$ cat config.mk
export PLATFORM = sky130hd
export DESIGN_NAME = axi4_write_burst_slave
export DESIGN_NICKNAME = d
export VERILOG_FILES = /design/src/rtl/axi4_write_burst_slave.sv
export SDC_FILE = /design/constraint.sdc
export NUM_CORES = 1
export LEC_CHECK = 0
export BUFFER_PORTS_ARGS = -buffer_cell sky130_fd_sc_hd__buf_4
export CAP_MARGIN = 10
export CORE_MARGIN = 2
export CORE_UTILIZATION = 45
export CTS_CLUSTER_DIAMETER = 100
export CTS_CLUSTER_SIZE = 8
export DETAILED_ROUTE_END_ITERATION = 10
export PLACE_DENSITY = 0.68
export SLEW_MARGIN = 20
export SYNTH_ARGS = -nofsm -noshare
export SYNTH_HDL_FRONTEND = slang
export SYNTH_SLANG_ARGS = --single-unit
$ cat constraint.sdc
create_clock -name clk -period 4.4 [get_ports clk]
set_clock_uncertainty 0.15 [all_clocks]
set_input_delay 0.88 -clock clk [delete_from_list [all_inputs] [get_ports clk]]
set_output_delay 0.88 -clock clk [all_outputs]
set_load 0.01 [all_outputs]
$ cat src/rtl/axi4_write_burst_slave.sv
// AXI4 write-channel slave: one AW transaction at a time, FIXED/INCR/WRAP bursts,
// registered byte-lane writes to an SRAM-style port, sticky SLVERR reporting on B.
module axi4_write_burst_slave #(
  parameter int unsigned ADDR_W    = 32,
  parameter int unsigned DATA_W    = 32,
  parameter int unsigned ID_W      = 4,
  parameter int unsigned MEM_BYTES = 4096,
  localparam int unsigned STRB_W   = DATA_W / 8
) (
  input  logic              clk,
  input  logic              rst_n,
  input  logic              awvalid,
  output logic              awready,
  input  logic [ID_W-1:0]   awid,
  input  logic [ADDR_W-1:0] awaddr,
  input  logic [7:0]        awlen,
  input  logic [2:0]        awsize,
  input  logic [1:0]        awburst,
  input  logic              wvalid,
  output logic              wready,
  input  logic [DATA_W-1:0] wdata,
  input  logic [STRB_W-1:0] wstrb,
  input  logic              wlast,
  output logic              bvalid,
  input  logic              bready,
  output logic [ID_W-1:0]   bid,
  output logic [1:0]        bresp,
  output logic              mem_we,
  output logic [ADDR_W-1:0] mem_addr,
  output logic [DATA_W-1:0] mem_wdata,
  output logic [STRB_W-1:0] mem_wstrb
);

  typedef enum logic [1:0] {S_IDLE, S_DATA, S_RESP} state_e;
  typedef enum logic [1:0] {B_FIXED, B_INCR, B_WRAP, B_RSVD} burst_e;

  localparam int unsigned     AW1      = ADDR_W + 1;
  localparam logic [2:0]      MAX_SIZE = 3'($clog2(STRB_W));
  localparam logic [ADDR_W:0] MEM_LIM  = AW1'(MEM_BYTES);
  localparam logic [ADDR_W-1:0] A_ONE  = {{(ADDR_W-1){1'b0}}, 1'b1};

  state_e              state_q;
  burst_e              burst_q;
  logic [ID_W-1:0]     id_q;
  logic [ADDR_W-1:0]   addr_q, addr_d;
  logic [7:0]          len_q, cnt_q;
  logic [2:0]          size_q;
  logic                err_q, supp_q;

  logic                awready_q, wready_q, bvalid_q, mem_we_q;
  logic [ID_W-1:0]     bid_q;
  logic [1:0]          bresp_q;
  logic [ADDR_W-1:0]   mem_addr_q;
  logic [DATA_W-1:0]   mem_wdata_q;
  logic [STRB_W-1:0]   mem_wstrb_q;

  logic                aw_hs, w_hs, b_hs;
  logic                aw_badlen, aw_supp, aw_err;
  burst_e              aw_burst_eff;
  logic [ADDR_W-1:0]   aw_step, step, wrap_mask;
  logic                last_beat, beat_oor, beat_err;

  always_comb begin
    aw_hs     = awvalid && awready_q;
    w_hs      = wvalid && wready_q;
    b_hs      = bvalid_q && bready;

    aw_step   = A_ONE << awsize;
    aw_badlen = !(awlen inside {8'd1, 8'd3, 8'd7, 8'd15});
    aw_supp   = (awsize > MAX_SIZE) || (awburst == B_RSVD);
    aw_err    = aw_supp ||
                ((awburst == B_WRAP) && (aw_badlen || ((awaddr & (aw_step - A_ONE)) != '0)));
    // Reserved bursts and WRAP with an illegal length are carried out as INCR.
    aw_burst_eff = ((awburst == B_RSVD) || ((awburst == B_WRAP) && aw_badlen))
                   ? B_INCR : burst_e'(awburst);

    step      = A_ONE << size_q;
    wrap_mask = ((ADDR_W'(len_q) + A_ONE) << size_q) - A_ONE;
    unique case (burst_q)
      B_FIXED: addr_d = addr_q;
      B_WRAP:  addr_d = (addr_q & ~wrap_mask) | ((addr_q + step) & wrap_mask);
      default: addr_d = addr_q + step;
    endcase

    last_beat = (cnt_q == len_q);
    beat_oor  = ({1'b0, addr_q} >= MEM_LIM);
    beat_err  = beat_oor || (wlast != last_beat);
  end

  always_ff @(posedge clk or negedge rst_n) begin
    if (!rst_n) begin
      state_q     <= S_IDLE;
      burst_q     <= B_FIXED;
      id_q        <= '0;
      addr_q      <= '0;
      len_q       <= '0;
      cnt_q       <= '0;
      size_q      <= '0;
      err_q       <= 1'b0;
      supp_q      <= 1'b0;
      awready_q   <= 1'b1;
      wready_q    <= 1'b0;
      bvalid_q    <= 1'b0;
      bid_q       <= '0;
      bresp_q     <= 2'b00;
      mem_we_q    <= 1'b0;
      mem_addr_q  <= '0;
      mem_wdata_q <= '0;
      mem_wstrb_q <= '0;
    end else begin
      mem_we_q <= 1'b0;
      unique case (state_q)
        S_IDLE: begin
          if (aw_hs) begin
            id_q      <= awid;
            addr_q    <= awaddr;
            len_q     <= awlen;
            size_q    <= awsize;
            burst_q   <= aw_burst_eff;
            err_q     <= aw_err;
            supp_q    <= aw_supp;
            cnt_q     <= '0;
            awready_q <= 1'b0;
            wready_q  <= 1'b1;
            state_q   <= S_DATA;
          end
        end
        S_DATA: begin
          if (w_hs) begin
            mem_we_q    <= !supp_q && !beat_oor;
            mem_addr_q  <= addr_q & ~(step - A_ONE);
            mem_wdata_q <= wdata;
            mem_wstrb_q <= wstrb;
            addr_q      <= addr_d;
            err_q       <= err_q || beat_err;
            // The beat count alone ends the burst; wlast only feeds the error flag.
            if (last_beat) begin
              cnt_q    <= '0;
              wready_q <= 1'b0;
              bvalid_q <= 1'b1;
              bid_q    <= id_q;
              bresp_q  <= (err_q || beat_err) ? 2'b10 : 2'b00;
              state_q  <= S_RESP;
            end else begin
              cnt_q <= cnt_q + 8'd1;
            end
          end
        end
        S_RESP: begin
          if (b_hs) begin
            bvalid_q  <= 1'b0;
            awready_q <= 1'b1;
            state_q   <= S_IDLE;
          end
        end
        default: state_q <= S_IDLE;
      endcase
    end
  end

  assign awready   = awready_q;
  assign wready    = wready_q;
  assign bvalid    = bvalid_q;
  assign bid       = bid_q;
  assign bresp     = bresp_q;
  assign mem_we    = mem_we_q;
  assign mem_addr  = mem_addr_q;
  assign mem_wdata = mem_wdata_q;
  assign mem_wstrb = mem_wstrb_q;

endmodule

==> flow_summary.json <==
{
  "irDropWorstVdd_mv": 0.2604,
  "setup_repair_after_global_routing_missed_its_margin": "false",
  "die_width_um": 139.7,
  "num_io_pins": 169,
  "achievable-frequency_mhz": 252.4,
  "clock_sink_count": 138,
  "full_die_area_um2": 19500,
  "vias": 7421,
  "dp.cells": 1262,
  "antenna_found_initial": 0,
  "dp_slack_ns": 0.5646,
  "drive_above_1_share_pct": 28.64,
  "path_clk_slew_ns": 0.06,
  "critPathSlowestCell": "dfrtp_1",
  "synth.yosys.warnings": 0,
  "nFillCells": 1616,
  "antenna_violating_nets_post_route": 0,
  "pwr_density_cell_nw_per_um2": 267.1,
  "run_status": "finished clean",
  "synth-async-reset-ratio_pct": 100.0,
  "max_slew_margin_pct": 36.12,
  "final.period_utilization_pct": 90.06,
  "grt.total_usage_pct": 24.41,
  "floorplan.rows": 49,
  "ctsRootBufferMaster": "clkbuf_16",
  "timing.critical_path.from_type": "flip-flop",
  "fin_ws_ns": 0.4376,
  "p_leak_nw": 4.895,
  "r2r_setup_slack_ns": 0.44,
  "netlist-cell-type-count": 83,
  "timing.critical_path.arrival_ns": 4.15,
  "die_h_um": 139.7,
  "worst_skew_pair.late_latency_ns": 0.42,
  "io_buffer_count": 167,
  "crit_path_cell_trace": "nor2b_1 -> nand2b_1 -> inv_1 -> ha_1 -> a21o_1 -> a21o_1 -> a21oi_1 -> o2111ai_1 -> a21oi_1 -> nand2b_1 -> a21oi_1 -> a31oi_1 -> a21boi_0",
  "cts.repair_timing.setup_buffer_count": 0,
  "worst_path_most_repeated_cell": "a21oi_1",
  "critical_path.max_stage_delay_ns": 0.56,
  "reg2reg_depth": 13,
  "route.detailed.wl_per_inst_um": 18.17,
  "worst_setup_path_startpoint": "size_q[1]",
  "finalHoldViolCount": 0,
  "gp_routability_congestion": 0.9599,
  "drv.max_cap_violation_count": 0,
  "critical_path_depth": 13,
  "post_cts_hold_buffer_count": 0,
  "global_route_wire_length_before_repair_um": 38430,
  "timing_worst_setup_path_type": "reg -> reg",
  "grt_max_degree": 103,
  "synth-seq-cells": 138,
  "finalWorstPathRequiredPeriod_ns": 3.962,
  "finalSetupViolCount": 0,
  "critical_path.endpoint_type": "flip-flop",
  "cts-root-to-sink-buffers": 2,
  "stdcell_count": 1294,
  "start_util_pct": 45.94,
  "path_delay_family": "compound AO/OA/AOI/OAI gates",
  "area.growth.synth_to_final_pct": 24.13,
  "cts-resized-gates": 0,
  "timing.setup.tns_ns": 0,
  "fin_total_pwr_mw": 2.745,
  "cts_buffers": 17,
  "first_iter_violations": 631,
  "tritoncts": "built",
  "synthesized_area_per_cell_um2": 9.180,
  "cp_num_buf_inv": 1,
  "cp.required_ns": 4.59,
  "synth_top_flop_cell": "dfrtp_1",
  "grt_residual_overflow": 0,
  "synthesis.instances": 902,
  "vias_per_cell": 5.735,
  "post_synth_instance_area_um2": 8280,
  "timing_worst_slew_pin_value_ns": 0.9583,
  "detailedRoute.firstPassIterationCount": 6,
  "grt_pass1_vias": 7248,
  "timing_max_transition_violations_final": 0,
  "final_nets": 1158,
  "synth_fp_nets": 1008,
  "cts.htree.levels": 4,
  "antenna-diode-count": 0,
  "place_hpwl_um": 17490,
  "drcViolationCount": 0,
  "synth-seq-area-share_pct": 41.72,
  "floorplan.core_area_um2": 18020,
  "synth-edff-count": 0,
  "worst_r2r_startpoint": "size_q[1]",
  "critical_path.max_fanout": 18,
  "hp-class": "reg -> reg",
  "detail_route.wirelength_um": 23510
}
cells in the mapped netlist, drive strengths merged, types with 6 or more instances:
cell type	instances	area, um2
dfrtp	137	3428
nand2	126	473.0
o21ai	76	391.6
mux2	61	686.9
nor2	58	217.7
a21oi	43	230.2
clkbuf	34	127.6
nand3	31	170.2
inv	21	78.83
xnor2	21	183.9
a31oi	18	112.6
buf	18	127.6
nand2b	18	112.6
and3	17	111.4
nand4	17	112.6
nor3	16	80.08
nor4	15	93.84
o211ai	15	117.6
and2	14	87.59
ha	14	175.2
xor2	13	113.9
o2bb2ai	8	70.07
nor2b	7	43.79
a21o	6	45.04
o31ai	6	50.05
or3	6	37.54
layout by cell type, fill, tap and decap left out, drive strengths merged, types with 7 or more instances in the layout:
master	instances
and3	17
o211ai	15
buf	183
and2	14
nand4	17
o2bb2ai	8
xor2	13
nand2	126
nand2b	18
a21oi	43
nor2b	7
mux2	61
nor3	16
clkbuf	17
o21ai	76
a31oi	18
nand3	31
dfrtp	137
nor2	58
ha	14
xnor2	21
inv	29
nor4	15
through the flow:
stage	hold WS [ns]	util, %	area, um2
after global routing	0.3140	57.02	10280
after floorplan	0.2594	-	8280
after CTS	0.2947	57.02	10280
after detailed placement	0.2810	53.94	9723
after global placement	0.2833	53.94	9723
final	0.2922	57.02	10280
worst register-to-register path, cell delays in order (launching register included):
cell       delay, ns
dfrtp_1         0.56
nor2b_1         0.54
nand2b_1        0.20
inv_1           0.10
ha_1            0.22
a21o_1          0.18
a21o_1          0.19
a21oi_1         0.24
o2111ai_1       0.22
a21oi_1         0.46
nand2b_1        0.36
a21oi_1         0.10
a31oi_1         0.19
a21boi_0        0.18
logic make-up (layout without fill, tap and decap cells):
| logic type | Yosys count | in the layout | share of synthesized area (%) |
|---|---|---|---|
| buf+inv | 73 | 236 | 4.034 |
| simple gates | 346 | 346 | 20.75 |
| fa+ha+maj | 15 | 15 | 2.357 |
| mux | 63 | 63 | 8.537 |
| flops | 138 | 138 | 41.72 |
| other cells | 1 | 1 | 0.04529 |
| xor+xnor | 34 | 34 | 3.596 |
| compound gates | 232 | 232 | 18.96 |
cell type report:
type / count / area, um2 / area share, %
clock inverters: 15 / 130.1 / 1.266
well taps: 229 / 286.5 / 2.788
multi-input cells: 691 / 4513 / 43.91
clock buffers: 17 / 425.4 / 4.139
inverters: 21 / 78.83 / 0.7669
repair buffers: 183 / 1390 / 13.52
flip-flops and latches: 138 / 3455 / 33.61
power by group:
part / switching (mW) / internal (mW)
logic: 0.0578 / 0.0634
registers: 0 / 1.27
clock network: 0.614 / 0.741
layer usage:
metal / share of wire (%) / vias up / wire length, um / global-route usage [%]
met1: 46 / 3525 / 10760 / 33.89
li1: - / 3574 / - / -
met2: 44 / 284 / 10410 / 37.64
met3: 7.5 / 38 / 1772 / 5.678
met5: 0 / - / 0 / 0
met4: 2.4 / 0 / 574 / 8.632
worst min-delay path by stage:
stage | depth (start not counted) | end | slack, ns | startpoint
6_report | 1 | mem_we | 0.29 | supp_q
3_5_place_dp | 1 | mem_we | 0.28 | supp_q
2_1_floorplan | 1 | mem_we | 0.26 | supp_q
5_1_grt | 1 | mem_we | 0.31 | supp_q
3_3_place_gp | 1 | mem_we | 0.28 | supp_q
4_1_cts | 1 | mem_we | 0.29 | supp_q
Power figures use the tool's default switching activity.
